==> config.mk <==
export PLATFORM = sky130hd
export DESIGN_NAME = wr_ingress_ctrl
export DESIGN_NICKNAME = d
export VERILOG_FILES = /design/src/rtl/wr_ingress_ctrl.sv
export SDC_FILE = /design/constraint.sdc
export NUM_CORES = 1
export LEC_CHECK = 0
export BUFFER_PORTS_ARGS = -buffer_cell sky130_fd_sc_hd__clkbuf_2
export CAP_MARGIN = 20
export CORE_ASPECT_RATIO = 0.75
export CORE_MARGIN = 10
export CORE_UTILIZATION = 55
export DETAILED_ROUTE_END_ITERATION = 16
export GPL_ROUTABILITY_DRIVEN = 0
export PLACE_DENSITY = 0.81
export SETUP_SLACK_MARGIN = 0.2
export SLEW_MARGIN = 15
export SYNTH_ARGS = -nofsm -noshare
export SYNTH_HDL_FRONTEND = slang
export SYNTH_SLANG_ARGS = --single-unit
==> constraint.sdc <==
create_clock -name w_clk -period 2.45 [get_ports w_clk]
set_clock_uncertainty 0.2 [all_clocks]
set_input_delay 0.1225 -clock w_clk [delete_from_list [all_inputs] [get_ports w_clk]]
set_output_delay 0.1225 -clock w_clk [all_outputs]
set_load 0.01 [all_outputs]
==> src/rtl/wr_ingress_ctrl.sv <==
// -----------------------------------------------------------------------------
// wr_ingress_ctrl
//
// Write-side ingress stage of the async FIFO, in the w_clk domain. It takes a
// valid/ready stream from the producer, holds it in a 2-entry skid buffer and
// presents it to the FIFO write port. It also reports a conservative fill
// level and an almost_full flag, computed from the Gray write pointer and the
// synchronised Gray read pointer.
//
// Ports:
//   w_clk        in   write-domain clock
//   rst_n        in   asynchronous active-low reset
//   s_valid      in   producer word valid
//   s_data       in   producer word [WIDTH]
//   s_ready      out  ingress can accept a word (registered)
//   wfull        in   registered full flag from the write-pointer block
//   wptr         in   Gray write pointer [AW+1]
//   wsync_ptr2   in   Gray read pointer, synchronised into w_clk [AW+1]
//   wr_rq        out  write request to the FIFO write port
//   wdata        out  write data, valid while wr_rq=1 [WIDTH]
//   wlevel       out  registered fill level, 0..DEPTH [AW+1]
//   almost_full  out  registered flag, wlevel >= DEPTH - AF_MARGIN
//   stat_words   out  (WR_INGRESS_STATS_EN only) saturating count of writes
//   stat_stalls  out  (WR_INGRESS_STATS_EN only) saturating count of stalls
//
// Build option: define WR_INGRESS_STATS_EN to add the two statistics counters.
// -----------------------------------------------------------------------------
module wr_ingress_ctrl #(
    parameter int WIDTH     = 8,
    parameter int DEPTH     = 16,
    parameter int AF_MARGIN = 2,
    localparam int AW       = $clog2(DEPTH)
) (
    input  logic             w_clk,
    input  logic             rst_n,
    input  logic             s_valid,
    input  logic [WIDTH-1:0] s_data,
    output logic             s_ready,
    input  logic             wfull,
    input  logic [AW:0]      wptr,
    input  logic [AW:0]      wsync_ptr2,
    output logic             wr_rq,
    output logic [WIDTH-1:0] wdata,
    output logic [AW:0]      wlevel,
    output logic             almost_full
`ifdef WR_INGRESS_STATS_EN
    ,
    output logic [15:0]      stat_words,
    output logic [15:0]      stat_stalls
`endif
);

    localparam int AW1 = AW + 1;
    localparam logic [AW:0] LVL_MAX   = AW1'(DEPTH);
    localparam logic [AW:0] AF_THRESH = AW1'(DEPTH - AF_MARGIN);

    // Skid buffer states, encoded as {o_valid, k_valid}.
    localparam logic [1:0] ST_EMPTY = 2'b00;
    localparam logic [1:0] ST_ONE   = 2'b10;
    localparam logic [1:0] ST_TWO   = 2'b11;

    function automatic logic [AW:0] gray2bin(input logic [AW:0] g);
        logic [AW:0] b;
        b[AW] = g[AW];
        for (int i = AW - 1; i >= 0; i--) begin
            b[i] = b[i+1] ^ g[i];
        end
        return b;
    endfunction

    // A pointer difference above DEPTH can only come from an illegal pointer
    // pair; clamp it so the level stays within 0..DEPTH.
    function automatic logic [AW:0] sat_level(input logic [AW:0] diff);
        return (diff > LVL_MAX) ? LVL_MAX : diff;
    endfunction

    logic             o_valid_q, o_valid_d;
    logic             k_valid_q, k_valid_d;
    logic [WIDTH-1:0] o_data_q,  o_data_d;
    logic [WIDTH-1:0] k_data_q,  k_data_d;
    logic             s_ready_q, s_ready_d;
    logic [AW:0]      wlevel_q,  wlevel_d;
    logic             almost_full_q, almost_full_d;

    logic accept;
    logic drain;

    assign accept = s_valid & s_ready_q;
    assign drain  = o_valid_q & ~wfull;

    // Output stage o is the head of the queue; k is the skid entry behind it.
    always_comb begin
        o_valid_d = o_valid_q;
        k_valid_d = k_valid_q;
        o_data_d  = o_data_q;
        k_data_d  = k_data_q;
        case ({o_valid_q, k_valid_q})
            ST_EMPTY: begin
                if (accept) begin
                    o_valid_d = 1'b1;
                    o_data_d  = s_data;
                end
            end
            ST_ONE: begin
                if (accept && drain) begin
                    o_data_d = s_data;
                end else if (accept) begin
                    k_valid_d = 1'b1;
                    k_data_d  = s_data;
                end else if (drain) begin
                    o_valid_d = 1'b0;
                end
            end
            ST_TWO: begin
                if (drain) begin
                    o_data_d  = k_data_q;
                    k_valid_d = 1'b0;
                end
            end
            default: begin
                // Unreachable {0,1}: discard and fall back to empty.
                o_valid_d = 1'b0;
                k_valid_d = 1'b0;
            end
        endcase
        s_ready_d = ~k_valid_d;
    end

    always_comb begin
        wlevel_d      = sat_level(gray2bin(wptr) - gray2bin(wsync_ptr2));
        almost_full_d = (wlevel_d >= AF_THRESH);
    end

    always_ff @(posedge w_clk or negedge rst_n) begin
        if (!rst_n) begin
            o_valid_q     <= 1'b0;
            k_valid_q     <= 1'b0;
            o_data_q      <= '0;
            k_data_q      <= '0;
            s_ready_q     <= 1'b0;
            wlevel_q      <= '0;
            almost_full_q <= 1'b0;
        end else begin
            o_valid_q     <= o_valid_d;
            k_valid_q     <= k_valid_d;
            o_data_q      <= o_data_d;
            k_data_q      <= k_data_d;
            s_ready_q     <= s_ready_d;
            wlevel_q      <= wlevel_d;
            almost_full_q <= almost_full_d;
        end
    end

    // wr_rq follows the live wfull so the write-pointer block and this stage
    // agree on the same edge; it also drops with rst_n through o_valid_q.
    assign wr_rq       = drain;
    assign wdata       = o_data_q;
    assign s_ready     = s_ready_q;
    assign wlevel      = wlevel_q;
    assign almost_full = almost_full_q;

`ifdef WR_INGRESS_STATS_EN
    function automatic logic [15:0] sat_inc(input logic [15:0] v, input logic en);
        return (en && (v != 16'hFFFF)) ? v + 16'd1 : v;
    endfunction

    logic [15:0] stat_words_q,  stat_words_d;
    logic [15:0] stat_stalls_q, stat_stalls_d;

    always_comb begin
        stat_words_d  = sat_inc(stat_words_q, drain);
        stat_stalls_d = sat_inc(stat_stalls_q, s_valid & ~s_ready_q);
    end

    always_ff @(posedge w_clk or negedge rst_n) begin
        if (!rst_n) begin
            stat_words_q  <= '0;
            stat_stalls_q <= '0;
        end else begin
            stat_words_q  <= stat_words_d;
            stat_stalls_q <= stat_stalls_d;
        end
    end

    assign stat_words  = stat_words_q;
    assign stat_stalls = stat_stalls_q;
`endif

endmodule

# Word-level counts from Yosys, hierarchy flattened
# Cells that the tools add are included.
# Widths: inputs -> output; s select.
dict set report classes {
  order_cmp 2
  bitwise_logic 14
  addsub 1
  eq_ne 8
  mux 14
  reduce_logical 6
}
# op n
set op_table {}
lappend op_table {{$mux 8} 3}
lappend op_table {{$pmux 8 s3} 1}
lappend op_table {{$ne 2x2->1 const B} 6}
lappend op_table {{$xor 1x1->1} 8}
lappend op_table {{$mux 1} 7}
lappend op_table {{$pmux 1 s3} 2}
lappend op_table {{$ge 5x4->1 const B} 1}
lappend op_table {{$gt 5x5->1 const B} 1}
lappend op_table {{$mux 5} 1}
lappend op_table {{$reduce_and 5->1} 1}
lappend op_table {{$sub 5x5->5} 1}
lappend op_table {{$eq 2x2->1 const B} 2}
lappend op_table {{$not 1->1} 4}
lappend op_table {{$reduce_and 4->1} 1}
lappend op_table {{$reduce_and 3->1} 1}
lappend op_table {{$reduce_bool 3->1} 1}
lappend op_table {{$and 1x1->1} 2}
lappend op_table {{$logic_not 2->1} 1}
lappend op_table {{$logic_and 1x1->1} 1}
dict set report word_totals {
  reg_bits 25
  output_inout_bits 16
}

# Depth between registers and ports, before layout
# Gate-level depths: netlist of run 1.
dict set report depth {
  word_depth 8
  ltp_mapped 10
}

# Worst setup path after synthesis of run 1
# OpenSTA, ideal clock, no wires.
dict set report synth_path {
  path_type {input port to flip-flop}
  start {input port wptr[3]}
  end {register almost_full_q (netlist: almost_full)}
  path_slack_ns 0.155
  cell_stages 9
  path_buffers 0
  arrival_ns 1.976
  setup_time_ns 0.120
  required_ns 2.130
  cell_sequence {xnor3_2 xnor2_4 xnor2_1 ha_1 inv_1 maj3_2 a31oi_1 a21bo_1 a31o_1}
}
dict set report synth_between {
  elab_chain_len 8
}
# element line_no
set synth_lines {}
lappend synth_lines {{start: declaration} 40} ;# input logic [AW:0] wptr,
lappend synth_lines {{$xor 1x1->1 (*)} 66} ;# b[i] = b[i+1] ^ g[i];
lappend synth_lines {{$xor 1x1->1 (3 in series)} 66}
lappend synth_lines {{$sub 5x5->5 (*)} 130} ;# wlevel_d = sat_level(gray2bin(wptr) - gray2bin(wsync_ptr2));
lappend synth_lines {{$gt 5x5->1} 74} ;# return (diff > LVL_MAX) ? LVL_MAX : diff;
lappend synth_lines {{$mux 5 (*)} 74}
lappend synth_lines {{$ge 5x4->1 (*)} 131} ;# almost_full_d = (wlevel_d >= AF_THRESH);
lappend synth_lines {{named net almost_full_d} 83} ;# logic almost_full_q, almost_full_d;
lappend synth_lines {{end signal: assignment} 150} ;# almost_full_q <= almost_full_d;
lappend synth_lines {{end: declaration} 83}
# Mark *: on every way through the listed nets, which the timed path passes. The rest lies on a longest branch.
# A chain may end at the register's enable or synchronous reset.

# Worst setup path in the final report of run 1
dict set report layout_path {
  start {register o_valid_q}
  end {register o_valid_q}
}
dict set report layout_between {
  elab_chain_len 4
}
# element line_no
set layout_lines {}
lappend layout_lines {{start: declaration} 77} ;# logic o_valid_q, o_valid_d;
lappend layout_lines {{start signal: assignment} 144} ;# o_valid_q <= o_valid_d;
lappend layout_lines {{$and 1x1->1} 89} ;# assign drain = o_valid_q & ~wfull;
lappend layout_lines {{$logic_and 1x1->1} 105} ;# if (accept && drain) begin
lappend layout_lines {{$ne 2x2->1 (no line)} -}
lappend layout_lines {{$reduce_and 5->1 (no line)} -}
# Parallel ways exist; a longest one is shown, timed or not.

==> impl_metrics.toml, run 1 <==
[sta]
hold_viol = 0
period_minus_slack_ps = 2190
setup_viol = 0
max_freq_mhz = 456.7
worstMarginPinSlew_ps = 607.2
drv_slew = 0
min_period_over_period_pct = 89.38
rsz0062_at_grt = "false"
max_slew_margin_pct = 59.52
setup_ws_ps = 260.2

[drt]
wire_per_inst_um = 14.99
drt-vias-per-instance = 5.086
wl_um = 3132
drc = 0
antenna_left = 0
drt-initial-drc-count = 60
first_pass_iters = 4
vias = 1063

[critical_path]
path_delay_family = "buffers and inverters"
worst_ep_arrival_time_ps = 2260
endpoint_kind = "flop"
worstSetupPathType = "reg -> reg"
crit_buf_inv = 2
crit_chain = "ha_1 > buf_6 > or3_1 > a21oi_1 > dlygate4sd3_1"
cp_slowest_stage_delay_ps = 560
startpoint_type = "flop"
critPathSlowestCell = "dlygate4sd3_1"
crit_fanout = 10
required_ps = 2520

[run]
maxCapViolCount = 0

[grt]
grt_max_degree = 26
grt_pass1_vias = 1164
grt-ovfl-total = 0
grt_first_pass_wirelength_um = 5202
grtUsageTotal_pct = 12.77
antenna_found_initial = 0

[die]
dieWidth_um = 77.61
rows = 15
die_area_mm2 = 0.004905
coreArea_mm2 = 0.002327
pin_count = 38
initial_core_util_pct = 58.82
die_y_um = 63.21

[layout]
antenna_cells = 0
area_growth_pct = 28.79
layout_commonest_cell = "clkbuf_2"
final-instance-count-excl-fill = 209
nets = 206
final_cell_mix = "clkbuf_2 (37), dfrtp_1 (25), o21ai_0 (13)"
layout-drive-gt1-share_pct = 36.00

[clocking]
cts_buffer_depth = 2
clockRootBuffer = "clkbuf_4"
clk_pin_slew_ps = 140
clk_latency_ps = 320
cts_buffers = 3
cts_tree = "yes"
cts.sinks = 25
htree_levels = 1

[power_and_ir_drop]
p_leak_uw = 0.0008615
power_density_mw_per_mm2 = 1035
irDropWorstVdd_uv = 548.2
power_uw = 1824

[synth]
syn_area_mm2 = 0.001369
syn_nets = 151
synth_area_per_cell_um2 = 11.31
syn_inst = 121
yosysSeqAreaShare_pct = 45.70
synth_edf_count = 0
synth-async-reset-ratio_pct = 100.0
ys.flop_type = "dfrtp_1"
yosysUniqueCellTypes = 26
ys_ff_latch = 25
yosysWarnings = 0

[hold_path]
hold_class = "in -> reg"

[placed_design]
place_ws_ps = -56.23
dp_hpwl_um = 2424
placed_cells = 193
numPortBuffers = 37

[run_status]
status = "finished clean"
cell usage after synthesis, types with 3 or more instances:
library cell / instances / area [um2]
o21ai_0: 13 / 65.06
mux2i_1: 8 / 80.08
inv_1: 6 / 22.52
mux2_2: 8 / 90.09
xnor2_2: 3 / 48.80
nor2b_1: 5 / 31.28
xor2_1: 4 / 35.03
xnor2_1: 4 / 35.03
nor2_1: 6 / 22.52
a21oi_1: 3 / 15.01
nand2_1: 12 / 45.04
dfrtp_1: 25 / 625.6
ha_1: 8 / 100.1
final timing paths:
kind | from | to | slack [ps] | depth (start not counted)
worst min-delay path | wptr[0] | wlevel[0] | 50 | 4
worst min register to register | wdata[3] | wdata[3] | 300 | 2
min in group asynchronous | rst_n | s_ready | 120 | 2
worst max register to register | o_valid_q | o_valid_q | 260 | 5
max in group asynchronous | rst_n | k_data_q[6] | 1530 | 2
worst max-delay path | o_valid_q | o_valid_q | 260 | 5
report_power, final:
part | switching [uW] | internal (uW) | total [uW]
clock | 122 | 61.0 | 183
sequential | 101 | 612 | 713
combinational | 493 | 435 | 928
layout make-up:
| cell class | instances | area, um2 |
|---|---|---|
| timing repair buffer | 52 | 329.1 |
| tap | 34 | 42.54 |
| multi-input combinational | 88 | 715.7 |
| sequential | 25 | 625.6 |
| clock inverter | 1 | 5.005 |
| inverter | 6 | 22.52 |
| clock buffer | 3 | 22.52 |
| fill | 167 | 564.3 |
stage by stage:
stage | utilization [%] | TNS [ps] | area (um2) | hold WS [ps]
detailed placement | 69.35 | -124.4 | 1614 | -40.03
finish | 75.75 | 0 | 1763 | 52.95
global route | 75.75 | 0 | 1763 | 46.83
CTS | 75.27 | 0 | 1752 | 45.82
global placement | 69.35 | 0 | 1614 | -51.21
floorplan | - | 0 | 1371 | -373.1
metal layers:
layer / global-route usage [%] / vias up / wire (um)
met4: 3.182 / 0 / 31
met1: 13.07 / 503 / 1275
met5: 0 / - / 0
met2: 24.59 / 39 / 1681
li1: - / 517 / -
met3: 3.683 / 4 / 144
cells by family (layout without fill, tap and decap cells):
family / count (synthesis) / in the layout / share of synthesized area, %
muxes: 16 / 16 / 12.43
DFF: 25 / 25 / 45.70
AOI/OAI and AO/OA: 23 / 23 / 10.06
xor gates and xnor gates: 13 / 13 / 12.43
and+or+nand+nor: 27 / 27 / 9.049
adders and majority gates: 9 / 9 / 8.136
buffers and inverters: 8 / 62 / 2.194
worst min-delay path: cells and delay by family:
| kind | cells | cell delay [ps] |
|---|---|---|
| AND/OR/NAND/NOR | 1 | 40 |
| buffers and inverters | 1 | 90 |
| adder cells (fa/ha/maj) | 1 | 160 |
| XOR/XNOR | 1 | 130 |
registers in the layout, summed over array words and instances (netlist names):
register	count
wlevel	5
almost_full	1
k_data_q	8
k_valid_q	1
o_valid_q	1
s_ready	1
wdata	8
repair_timing:
item,CTS,global route
setup buffers,0,1
setup endpoints to repair,0,1
hold buffers,11,0
endpoints found under the hold margin,42,0
resized for setup,0,1
Note: power is estimated with default switching activity, not from simulation.
==> inputs of run 2 (changes only) <==
--- a/config.mk
+++ b/config.mk
@@ -9,10 +9,10 @@
 export CAP_MARGIN = 20
 export CORE_ASPECT_RATIO = 0.75
 export CORE_MARGIN = 10
-export CORE_UTILIZATION = 55
+export CORE_UTILIZATION = 46
 export DETAILED_ROUTE_END_ITERATION = 16
 export GPL_ROUTABILITY_DRIVEN = 0
-export PLACE_DENSITY = 0.81
+export PLACE_DENSITY = 0.72
 export SETUP_SLACK_MARGIN = 0.2
 export SLEW_MARGIN = 15
 export SYNTH_ARGS = -nofsm -noshare
==> constraint.sdc (replaced) <==
create_clock -name w_clk -period 2 [get_ports w_clk]
set_clock_uncertainty 0.2 [all_clocks]
set_input_delay 0.1 -clock w_clk [delete_from_list [all_inputs] [get_ports w_clk]]
set_output_delay 0.1 -clock w_clk [all_outputs]
set_load 0.01 [all_outputs]
==> run 2 against run 1 <==
Routed wire length is 3.4% higher; sequential share of layout area is 2.8 points lower; global-route usage is 1.8 points lower; non-clock buffer count is 8 higher; the run now ends with negative setup slack left; critical path depth is 5 higher; cell area is 8.7% higher; power is 35% higher; sequential power is 23% higher; worst setup slack worse by 300 ps; register-to-register slack hardly changed; combinational power is 41% higher; final cell count is 6.2% higher.
==> impl_metrics.toml, run 2 (synthesis gave the netlist of run 1 again) <==
[run_status]
status = "finished, violations left"
violations = "negative setup slack"

[grt]
grt_pass1_vias = 1138
grtUsageTotal_pct = 11.00
grt_max_degree = 26
grt-ovfl-total = 0
antenna_found_initial = 0
grt_first_pass_wirelength_um = 5071

[power_and_ir_drop]
irDropWorstVdd_uv = 670.3
p_int_uw = 1517
power_density_mw_per_mm2 = 1288
p_switching_uw = 951.3
swShare_pct = 38.54
power.share.clock_pct = 11.6
seqPwrFrac_pct = 35.4
comb_power_share_pct = 53.0
p_leak_uw = 0.0009254
power_uw = 2468

[critical_path]
worst_ep_arrival_time_ps = 1990
startpoint_type = "input pin"
cp_slowest_stage_delay_ps = 470
crit_fanout = 3
critPathSlowestCell = "xnor3_2"
required_ps = 1950
crit_chain = "buf_6 > xnor3_2 > xnor2_4 > xnor2_2 > ha_2 > inv_2 > maj3_2 > a31oi_1 > a21bo_1 > a31o_1"
worstSetupPathType = "in -> reg"
path_delay_family = "XOR/XNOR gates"
endpoint_kind = "flop"
crit_buf_inv = 2

[layout]
antenna_cells = 0
final-instance-count-excl-fill = 222
area_growth_pct = 40.04
utilization_pct = 66.26
final_cell_mix = "clkbuf_2 (36), dfrtp_1 (25), buf_4 (14)"
fillers = 246
layout-drive-gt1-share_pct = 44.02
nets = 215
layout_commonest_cell = "clkbuf_2"

[clocking]
cts_tree = "yes"
cts_buffer_depth = 2
clk_latency_ps = 260
cts_buffers = 3
clockRootBuffer = "clkbuf_8"
htree_levels = 1
cts.sinks = 25
clk_pin_slew_ps = 80

[sta]
fin_setup_tns_ps = -42.54
worstMarginPinSlew_ps = 617.6
whs_ps = 47.77
drv_slew = 0
min_period_over_period_pct = 102.1
max_slew_margin_pct = 58.83
rsz0062_at_grt = "true"
max_freq_mhz = 489.6
setup_viol = 1
setup_ws_ps = -42.54
period_minus_slack_ps = 2043
hold_viol = 0

[hold_path]
hold_class = "in -> reg"

[drt]
drt-initial-drc-count = 42
wl_met1_um = 1343
first_pass_iters = 4
wire_per_inst_um = 14.59
antenna_left = 0
wl_um = 3238
maxUsedRoutingLayer = "met4"
met3_wirelength_um = 146
drt-vias-per-instance = 4.941
met2_length_um = 1703
vias = 1097
drc = 0

[run]
maxCapViolCount = 0

[placed_design]
placed_cells = 206
numPortBuffers = 37
dp_hpwl_um = 2382

[die]
initial_core_util_pct = 47.32
die_area_mm2 = 0.005580
pin_count = 38
die_y_um = 67.24
dieWidth_um = 82.99
rows = 17
coreArea_mm2 = 0.002893
run 2: cell count changes in the layout (fill, tap and decap cells not counted), sizes merged:
cell / delta
dlygate4sd3: -2
buf: +11
nand2: +1
clkinv: -1
run 2: stage by stage:
| stage | setup slack (ps) | area (um2) |
|---|---|---|
| CTS | -67.50 | 1862 |
| global placement | -324.0 | 1687 |
| global route | -135.6 | 1917 |
| floorplan | -266.7 | 1371 |
| detailed placement | -412.3 | 1687 |
| finish | -42.54 | 1917 |
run 2: timing repair:
action / CTS / global route
cloned: 0 / 1
pin swaps: 6 / 5
setup buffers: 2 / 0
hold endpoints to repair: 41 / 0
gates resized for setup: 5 / 12
endpoints found under the setup margin: 16 / 16
hold buffers: 9 / 0
run 2: tightest hold or removal path, cell delays in order:
cell      delay [ps]
clkbuf_2         100
xnor2_2          110
ha_2             130
nor2_1            40
run 2: power groups by stage:
stage | logic (uW) | clock network [uW] | registers [uW]
floorplan | 658 | 0 | 929
CTS | 1190 | 295 | 869
detailed placement | 1120 | 0 | 879
finish | 1310 | 286 | 874
global route | 1450 | 325 | 901
global placement | 1070 | 0 | 865
run 2: cell type report:
cell class	instances	area (um2)	area share, %
flip-flops and latches	25	625.6	32.64
repair buffers	60	386.6	20.17
clock buffers	4	45.04	2.350
inverters	6	22.52	1.175
multi-input cells	89	789.5	41.19
well taps	38	47.55	2.480
run 2: metal layers:
metal  GRT usage, %  vias up
li1               -      546
met1          11.28      526
met2          21.63       21
met3          3.486        4
met4          2.754        0
met5              0        -
run 2: worst paths after layout:
check	from	end	slack, ps	depth (start not counted)
worst max-delay path	wptr[2]	almost_full	-40	10
worst min register to register	wdata[1]	wdata[1]	280	2
max in group asynchronous	rst_n	k_data_q[0]	1010	2
worst max register to register	o_valid_q	wdata[5]	260	6
min in group asynchronous	rst_n	wdata[7]	180	2
worst min-delay path	wptr[0]	wlevel[0]	50	4
==> inputs of run 3 (changes only) <==
--- a/config.mk
+++ b/config.mk
@@ -5,14 +5,15 @@
 export SDC_FILE = /design/constraint.sdc
 export NUM_CORES = 1
 export LEC_CHECK = 0
+export ABC_AREA = 1
 export BUFFER_PORTS_ARGS = -buffer_cell sky130_fd_sc_hd__clkbuf_2
 export CAP_MARGIN = 20
 export CORE_ASPECT_RATIO = 0.75
 export CORE_MARGIN = 10
-export CORE_UTILIZATION = 46
+export CORE_UTILIZATION = 47
 export DETAILED_ROUTE_END_ITERATION = 16
 export GPL_ROUTABILITY_DRIVEN = 0
-export PLACE_DENSITY = 0.72
+export PLACE_DENSITY = 0.73
 export SETUP_SLACK_MARGIN = 0.2
 export SLEW_MARGIN = 15
 export SYNTH_ARGS = -nofsm -noshare
==> run 3 against run 2 <==
The flow now finishes without violations; final cell count rose by 33%; worst setup slack improved by 200 ps; hold slack got worse by 7.2 ps; first-iteration DRC count rose to 2.5 times the previous value; flip-flop and latch count did not move; register-to-register slack got worse by 110 ps; area after synthesis rose by 8.7%; critical path depth fell by 2; combinational power rose by 40%; global-route usage rose by 2.5 points; critical endpoint is now wdata[6]; largest cell class unchanged; largest power group unchanged; highest routed layer unchanged.
==> impl_metrics.toml, run 3 <==
[power_and_ir_drop]
swShare_pct = 42.86
seqPwrFrac_pct = 29.2
power_uw = 3006
p_int_uw = 1718
irDropWorstVdd_uv = 821.4
power_density_mw_per_mm2 = 1357
comb_power_share_pct = 60.8
power.share.clock_pct = 10.0
p_leak_uw = 0.001144
p_switching_uw = 1289

[clocking]
cts_tree = "yes"
clk_latency_ps = 270
cts.sinks = 25
cts_buffers = 3
cts_buffer_depth = 2
clk_pin_slew_ps = 90
htree_levels = 1
clockRootBuffer = "clkbuf_8"

[layout]
nets = 288
final_cell_mix = "clkbuf_2 (34), nand2_1 (27), dfrtp_1 (24)"
layout_commonest_cell = "clkbuf_2"
antenna_cells = 0
finalInstanceArea_mm2 = 0.002216
area_growth_pct = 48.95
layout-drive-gt1-share_pct = 48.64
fillers = 219

[critical_path]
worstSetupPathType = "reg -> reg"
worst_ep_arrival_time_ps = 1840
crit_fanout = 8
required_ps = 1990
crit_end = "wdata[6]"
r2r_slack_ps = 150
worstRegToRegCells = 8
r2r-start = "k_valid_q"
startpoint_type = "flop"
critPathLaunch = "k_valid_q"
endpoint_kind = "flop"
r2r_end = "wdata[6]"

[synth]
syn_inst = 194
synth-async-reset-ratio_pct = 100.0
synthAdderAreaFrac_pct = 6.728
synth_edf_count = 0
synth_compound_area_share_pct = 11.94
yosysWarnings = 0
synth_area_per_cell_um2 = 7.668
yosys.area_share.simple_pct = 27.84
synth_common_cells = "nand2_1 (36), inv_1 (30), dfrtp_1 (25)"
ys_ff_latch = 25
ys.flop_type = "dfrtp_1"
yosysSeqAreaShare_pct = 42.05
synthXorXnorAreaFrac_pct = 1.766
synth.top_cell.area_share_pct = 42.05
yosysTopAreaCell = "dfrtp_1"
synth_top_family_by_area = "simple AND/OR/NAND/NOR gates"
synth_area_leaders = "dfrtp_1 (42%), nand2_1 (9.1%), inv_1 (7.6%)"
yosysMostFrequentCell = "nand2_1"
syn_area_mm2 = 0.001488
yosysUniqueCellTypes = 25
syn_nets = 224
synth.area.mux_share_pct = 0

[sta]
setup_viol = 0
drv_slew = 0
max_freq_mhz = 541.6
period_minus_slack_ps = 1846
fin_setup_tns_ps = 0
max_slew_margin_pct = 58.76
min_period_over_period_pct = 92.32
hold_viol = 0
rsz0062_at_grt = "true"
worstMarginPinSlew_ps = 618.5
whs_ps = 40.60

[drt]
met2_length_um = 1990
drt-initial-drc-count = 105
drc = 0
wire_per_inst_um = 13.99
drt-vias-per-instance = 5.034
wl_met1_um = 1763
antenna_left = 0
met3_wirelength_um = 338
wl_um = 4126
first_pass_iters = 5
maxUsedRoutingLayer = "met4"
vias = 1485

[die]
die_area_mm2 = 0.005839
dieWidth_um = 84.97
pin_count = 38
rows = 17
initial_core_util_pct = 49.96
die_y_um = 68.73
coreArea_mm2 = 0.002978

[hold_path]
hold_class = "in -> reg"
whs_path_depth = 5

[grt]
grtUsageTotal_pct = 13.45
antenna_found_initial = 0
grt_pass1_vias = 1431
grt-ovfl-total = 0
grt_first_pass_wirelength_um = 6472
grt_max_degree = 26

[run_status]
status = "finished clean"

[placed_design]
dp_hpwl_um = 2550
numPortBuffers = 37
dpl-instance-area_mm2 = 0.001782

[run]
maxCapViolCount = 0
## run 3: repair_timing
action                                 4_1_cts  5_1_grt
resized for setup                            7       63
setup endpoints to repair                   16       23
hold buffers                                 9        0
buffers inserted                             4        4
pin swaps                                    3       16
endpoints found under the hold margin       33        0
cloned                                       1        0
## run 3: final cells by class
cell class	count	area [um2]	share of cell area [%]
multi-input combinational	132	897.1	40.49
clock inverter	1	5.005	0.2259
clock buffer	3	41.29	1.863
tap	38	47.55	2.146
inverter	32	135.1	6.098
sequential	25	626.9	28.29
timing repair buffer	64	462.9	20.89
## run 3: critical path: stages, from the launching register on
cell and delay (ps):
dfrtp_1 420, buf_4 150, buf_4 140, ha_1 200, nand2_1 100, and3_4 240
buf_12 140, nor2_2 40, a21oi_1 120
## run 3: worst min path at each step
stage | start | to | slack, ps
after CTS | wsync_ptr2[0] | wlevel[0] | 30
final | wsync_ptr2[0] | wlevel[0] | 40
after global placement | rst_n | wdata[4] | -60
after detailed placement | rst_n | wdata[4] | -60
after global routing | wsync_ptr2[0] | wlevel[0] | 60
after floorplan | rst_n | almost_full | -400
## run 3: cell families after synthesis
kind of cell	after synthesis
flip-flops	25
XOR/XNOR	3
adder cells (fa/ha/maj)	8
buffers and inverters	37
AND/OR/NAND/NOR	87
AO/OA/AOI/OAI	34
## run 3: metal layers
| layer | GRT usage (%) | vias to the layer above |
|---|---|---|
| met5 | 0 | - |
| met4 | 1.844 | 0 |
| met2 | 23.13 | 55 |
| met1 | 16.74 | 689 |
| li1 | - | 737 |
| met3 | 4.215 | 4 |
## run 3: power by group through the flow
stage / Combinational [uW] / Sequential [uW] / Clock [uW]
3_5_place_dp: 1200 / 868 / 0
2_1_floorplan: 734 / 909 / 0
5_1_grt: 2010 / 908 / 325
6_report: 1830 / 877 / 302
4_1_cts: 1480 / 857 / 306
3_3_place_gp: 1170 / 861 / 0
## run 3: stage by stage
stage          cells  util (%)  worst slack, ps
2_1_floorplan    194         -            147.0
3_3_place_gp     273     59.83           -20.20
3_5_place_dp     273     59.83           -71.03
4_1_cts          291     67.02            205.2
5_1_grt          295     74.41            88.93
6_report         295     74.41            153.6
